File: src/rtl/pn_seq_gen_param.sv
// pn_seq_gen_param: Fibonacci-LFSR PN/PRBS generator with run/pause/load control and wrap strobe.
// Optional single-bit error injection is enabled by defining PN_ERR_INJECT_EN.
module pn_seq_gen_param #(
  parameter int unsigned      WIDTH = 7,
  parameter logic [WIDTH-1:0] TAPS  = WIDTH'(7'b0000011),
  parameter logic [WIDTH-1:0] SEED  = {WIDTH{1'b1}}
) (
  input  logic             clk,
  input  logic             reset,
  input  logic             start,
  input  logic             stop,
  input  logic             load,
  input  logic [WIDTH-1:0] seed_in,
  input  logic             pn_ready,
`ifdef PN_ERR_INJECT_EN
  input  logic             err_inject,
`endif
  output logic             pn_valid,
  output logic             pn_bit,
  output logic [WIDTH-1:0] pn_state,
  output logic             seq_wrap,
  output logic             lockup_err
);
  typedef enum logic [1:0] {IDLE, RUN, PAUSE} state_t;
  state_t           state;
  logic [WIDTH-1:0] lfsr, seed_reg, lfsr_nx;
  logic             xfer, seed_ok;
  assign pn_valid = state == RUN;
  assign xfer     = pn_valid && pn_ready;
  assign seed_ok  = |seed_in;
  assign lfsr_nx  = {^(lfsr & TAPS), lfsr[WIDTH-1:1]};
  assign pn_state = lfsr;
  // load overrides everything, including a coincident shift
  always_ff @(posedge clk or negedge reset)
    if (!reset) begin
      state      <= IDLE;
      lfsr       <= SEED;
      seed_reg   <= SEED;
      seq_wrap   <= 1'b0;
      lockup_err <= 1'b0;
    end else if (load) begin
      state      <= IDLE;
      lfsr       <= seed_ok ? seed_in : SEED;
      seed_reg   <= seed_ok ? seed_in : SEED;
      seq_wrap   <= 1'b0;
      lockup_err <= lockup_err | !seed_ok;
    end else begin
      state    <= stop ? (state == RUN ? PAUSE : state) : start ? RUN : state;
      seq_wrap <= xfer && lfsr_nx == seed_reg;
      if (xfer) lfsr <= lfsr_nx;
    end
`ifdef PN_ERR_INJECT_EN
  logic inj_pending;
  always_ff @(posedge clk or negedge reset)
    if (!reset) inj_pending <= 1'b0;
    else inj_pending <= load ? 1'b0 : err_inject ? 1'b1 : xfer ? 1'b0 : inj_pending;
  assign pn_bit = lfsr[0] ^ inj_pending;
`else
  assign pn_bit = lfsr[0];
`endif
endmodule
File: config.mk
export PLATFORM = sky130hd
export DESIGN_NAME = pn_seq_gen_param
export DESIGN_NICKNAME = d
export VERILOG_FILES = /design/src/rtl/pn_seq_gen_param.sv
export SDC_FILE = /design/constraint.sdc
export NUM_CORES = 1
export LEC_CHECK = 0
export CELL_PAD_IN_SITES_DETAIL_PLACEMENT = 0
export CELL_PAD_IN_SITES_GLOBAL_PLACEMENT = 1
export CORE_ASPECT_RATIO = 0.9
export CORE_MARGIN = 4
export CORE_UTILIZATION = 40
export CTS_CLUSTER_SIZE = 14
export DETAILED_ROUTE_END_ITERATION = 10
export HOLD_SLACK_MARGIN = 0.08
export PLACE_DENSITY = 0.89
export SKIP_CTS_REPAIR_TIMING = 1
export SLEW_MARGIN = 20
export SYNTH_ARGS = -nofsm -noshare
export SYNTH_HDL_FRONTEND = slang
export SYNTH_SLANG_ARGS = --single-unit
File: constraint.sdc
create_clock -name clk -period 3.44 [get_ports clk]
set_clock_uncertainty 0.15 [all_clocks]
set_input_delay 0.688 -clock clk [delete_from_list [all_inputs] [get_ports clk]]
set_output_delay 0.688 -clock clk [all_outputs]
set_load 0.005 [all_outputs]
==> run_summary.xml <==
<?xml version="1.0" encoding="UTF-8"?>
<metrics>
  <group name="outcome">
    <metric name="result_of_the_run" unit="">complete, no violations</metric>
  </group>
  <group name="grt">
    <metric name="top_usage_layer" unit="">met2</metric>
    <metric name="groute.usage.overall" unit="%">15.4</metric>
    <metric name="grt_first_pass_wirelength" unit="um">3650</metric>
    <metric name="antenna_found_initial" unit="">0</metric>
    <metric name="met3_usage" unit="%">4.95</metric>
    <metric name="use_met2" unit="%">24.6</metric>
    <metric name="first_global_vias" unit="">754</metric>
    <metric name="grt_overflow" unit="">0</metric>
    <metric name="grt_start_max_net_pins" unit="">30</metric>
    <metric name="gr-usage-met1" unit="%">20.8</metric>
  </group>
  <group name="logic_synthesis">
    <metric name="synth_seq_cells" unit="">18</metric>
    <metric name="syn-cell-area" unit="um^2">975</metric>
    <metric name="yosysSeqAreaShare" unit="%">48.0</metric>
    <metric name="synthesized_nets" unit="">101</metric>
    <metric name="ys_dominant_reg_cell" unit="">sky130_fd_sc_hd__dfstp_2</metric>
    <metric name="synth.lib_cells_used.distinct" unit="">27</metric>
    <metric name="syn-mean-instance-area" unit="um^2">11.1</metric>
    <metric name="asyncSetResetFlopFracSynth" unit="%">100</metric>
    <metric name="synth-warning-count" unit="">0</metric>
    <metric name="postSynthCellCount" unit="">88</metric>
    <metric name="synth_edf_count" unit="">0</metric>
  </group>
  <group name="pwr">
    <metric name="p_per_area" unit="nW/um^2">433</metric>
    <metric name="post-layout-total-power" unit="uW">535</metric>
    <metric name="power.share.clock" unit="%">25.1</metric>
    <metric name="max-vdd-ir-drop" unit="mV">0.315</metric>
    <metric name="p_leak" unit="nW">0.485</metric>
    <metric name="p_sw_share" unit="%">26.8</metric>
    <metric name="internal_power" unit="uW">392</metric>
    <metric name="comb_power_share" unit="%">24.0</metric>
    <metric name="sequentialPowerShare" unit="%">50.8</metric>
    <metric name="p_sw" unit="uW">143</metric>
  </group>
  <group name="detailed_routing">
    <metric name="drt-total-wl" unit="um">2140</metric>
    <metric name="drt-wirelength-per-cell" unit="um">15.7</metric>
    <metric name="number_of_routed_nets_with_antenna_violations" unit="">0</metric>
    <metric name="routed_via_density" unit="">5.23</metric>
    <metric name="vias" unit="">711</metric>
    <metric name="post-route-drc-count" unit="">0</metric>
    <metric name="drtIter0Drc" unit="">11</metric>
    <metric name="detailedRoute.firstPassIterationCount" unit="">4</metric>
  </group>
  <group name="place">
    <metric name="place.detailed.hpwl" unit="um">1550</metric>
    <metric name="place_area" unit="um^2">1200</metric>
    <metric name="place_worst_setup_slack" unit="ns">0.946</metric>
    <metric name="port-buffer-count" unit="">23</metric>
    <metric name="place_congestion" unit="">0.761</metric>
  </group>
  <group name="finish">
    <metric name="finish.net_count" unit="">123</metric>
    <metric name="antenna_cells" unit="">0</metric>
    <metric name="syn2layout_area_growth" unit="%">26.6</metric>
    <metric name="design_area" unit="um^2">1230</metric>
    <metric name="post_route_cells_drive_above_1_share" unit="%">23.9</metric>
  </group>
  <group name="setup_path">
    <metric name="timing.critical_path.required" unit="ns">2.60</metric>
    <metric name="crit-reg2reg-launch" unit="">state[1]$_DFFE_PN0P_</metric>
    <metric name="start_kind" unit="">flip-flop</metric>
    <metric name="critPathArrivalTime" unit="ns">1.43</metric>
    <metric name="crit_family" unit="">flip-flops</metric>
    <metric name="r2r_slack" unit="ns">1.79</metric>
    <metric name="worstRegToRegCells" unit="">3</metric>
    <metric name="worst_r2r_endpoint" unit="">pn_state[1]$_DFFE_PN1P_</metric>
    <metric name="cp.buffers_inverters" unit="">1</metric>
    <metric name="critical_path.endpoint_type" unit="">output port</metric>
    <metric name="timing_worst_setup_path_type" unit="">flip-flop to output port</metric>
    <metric name="critPathMaxStageDelay" unit="ns">0.61</metric>
    <metric name="worstPathMaxFanout" unit="">5</metric>
    <metric name="timing.critical_path.slowest_stage_cell" unit="">sky130_fd_sc_hd__dfstp_2</metric>
    <metric name="timing.critical_path.cells" unit="">clkdlybuf4s50_1</metric>
  </group>
  <group name="timing">
    <metric name="finalWorstPathRequiredPeriod" unit="ns">2.26</metric>
    <metric name="finalSetupTns" unit="ns">0</metric>
    <metric name="final_hold_viol_count" unit="">0</metric>
    <metric name="timing.slew.headroom" unit="%">47.0</metric>
    <metric name="setup_viol_count_final" unit="">0</metric>
    <metric name="worst_pin_slew" unit="ns">0.793</metric>
    <metric name="final_max_slew_viol_count" unit="">0</metric>
    <metric name="finalHoldWorstSlack" unit="ns">0.334</metric>
    <metric name="unrepaired_setup_endpoints_after_global_routing" unit="">false</metric>
    <metric name="final_worst_path_period_share" unit="%">65.8</metric>
    <metric name="layout_setup_ws" unit="ns">1.18</metric>
    <metric name="clock.fmax" unit="MHz">442</metric>
  </group>
  <group name="clock_network">
    <metric name="cts_sinks" unit="">18</metric>
    <metric name="worst_skew_pair.late_latency" unit="ns">0.30</metric>
    <metric name="clock_tree.htree_level_count" unit="">1</metric>
    <metric name="tritoncts.num_buffers" unit="">3</metric>
    <metric name="root_buffer" unit="">sky130_fd_sc_hd__clkbuf_4</metric>
    <metric name="worst_setup_hold_path_clk_slew" unit="ns">0.11</metric>
    <metric name="clockBufferDepth" unit="">2</metric>
    <metric name="cts_tree" unit="">built</metric>
  </group>
  <group name="floorplanning">
    <metric name="initial_utilization" unit="%">43.5</metric>
    <metric name="die-area" unit="um^2">3290</metric>
    <metric name="fp.coreArea" unit="um^2">2240</metric>
    <metric name="placementRows" unit="">16</metric>
    <metric name="die_w" unit="um">60.0</metric>
    <metric name="io_pins" unit="">24</metric>
    <metric name="die-height" unit="um">54.8</metric>
  </group>
  <group name="min_path">
    <metric name="holdCritPathClass" unit="">flip-flop to flip-flop</metric>
    <metric name="min_from" unit="">lockup_err$_DFFE_PN0P_</metric>
    <metric name="hold_path_end" unit="">lockup_err$_DFFE_PN0P_</metric>
    <metric name="hold_path_depth" unit="">1</metric>
  </group>
  <group name="run">
    <metric name="cap_violations" unit="">0</metric>
  </group>
</metrics>
==> power groups by stage <==
stage               clock network (mW)  registers [mW]  logic (mW)
global route                     0.151           0.276       0.141
finish                           0.134           0.272       0.129
global placement                     0           0.274       0.129
CTS                              0.140           0.272       0.131
detailed placement                   0           0.275       0.131
floorplan                            0           0.272      0.0726
==> layer usage <==
| metal | vias up | share of wire, % |
|---|---|---|
| met5 | - | 0 |
| met1 | 342 | 46 |
| met3 | 3 | 4.6 |
| met2 | 12 | 49 |
| met4 | 0 | 0.47 |
| li1 | 354 | - |
==> placed cells by master, fill, tap and decap left out, types with 2 or more instances in the layout <==
| cell type | netlist | final |
|---|---|---|
| sky130_fd_sc_hd__nor4_1 | 2 | 2 |
| sky130_fd_sc_hd__mux2i_1 | 6 | 6 |
| sky130_fd_sc_hd__a41oi_2 | 3 | 3 |
| sky130_fd_sc_hd__clkdlybuf4s50_1 | 0 | 23 |
| sky130_fd_sc_hd__dfstp_2 | 14 | 14 |
| sky130_fd_sc_hd__xnor2_1 | 8 | 8 |
| sky130_fd_sc_hd__clkbuf_4 | 0 | 3 |
| sky130_fd_sc_hd__nor3_1 | 7 | 7 |
| sky130_fd_sc_hd__nand3_1 | 5 | 5 |
| sky130_fd_sc_hd__dfrtp_1 | 4 | 4 |
| sky130_fd_sc_hd__a31oi_2 | 3 | 3 |
| sky130_fd_sc_hd__nand2b_1 | 9 | 9 |
| sky130_fd_sc_hd__nand2_1 | 8 | 8 |
==> cell usage after synthesis (all sizes together), types with 2 or more instances <==
master | n | share of area, %
a31oi | 4 | 4.5
a41oi | 3 | 5.0
buf | 6 | 4.6
dfrtp | 4 | 10
dfstp | 14 | 38
mux2i | 6 | 6.2
nand2 | 8 | 3.1
nand2b | 9 | 5.8
nand3 | 5 | 2.6
nor3 | 7 | 3.6
nor4 | 2 | 1.3
xnor2 | 8 | 7.2
==> worst max path at each step <==
stage / cells after the start / start / endpoint
3_3_place_gp: 4 / seed_in[6] / pn_state[6]$_DFFE_PN1P_
6_report: 1 / pn_state[1]$_DFFE_PN1P_ / pn_state[1]
3_5_place_dp: 4 / seed_in[6] / pn_state[5]$_DFFE_PN1P_
4_1_cts: 1 / pn_state[1]$_DFFE_PN1P_ / pn_state[1]
5_1_grt: 1 / pn_state[1]$_DFFE_PN1P_ / pn_state[1]
2_1_floorplan: 4 / seed_in[0] / pn_state[6]$_DFFE_PN1P_
==> per-stage QoR <==
step           cells  util (%)
3_5_place_dp     132      53.4
4_1_cts          136      55.0
3_3_place_gp     132      53.4
6_report         136      55.0
2_1_floorplan     88         -
5_1_grt          136      55.0
==> cell type report <==
type / count / area [um^2]
Inverter: 1 / 3.75
Fill cell: 215 / 1010
Sequential cell: 18 / 468
Multi-Input combinational cell: 62 / 454
Tap cell: 27 / 33.8
Timing Repair Buffer: 24 / 238
Clock buffer: 4 / 36.3
==> cells by family after synthesis <==
logic type,after synthesis,synth area share (%)
flip-flops,18,48.0
multiplexers,6,6.16
AO/OA/AOI/OAI,11,12.1
buffers and inverters,8,5.39
XOR/XNOR,8,7.19
AND/OR/NAND/NOR,37,21.2
Note: power is estimated with default switching activity, not from simulation.
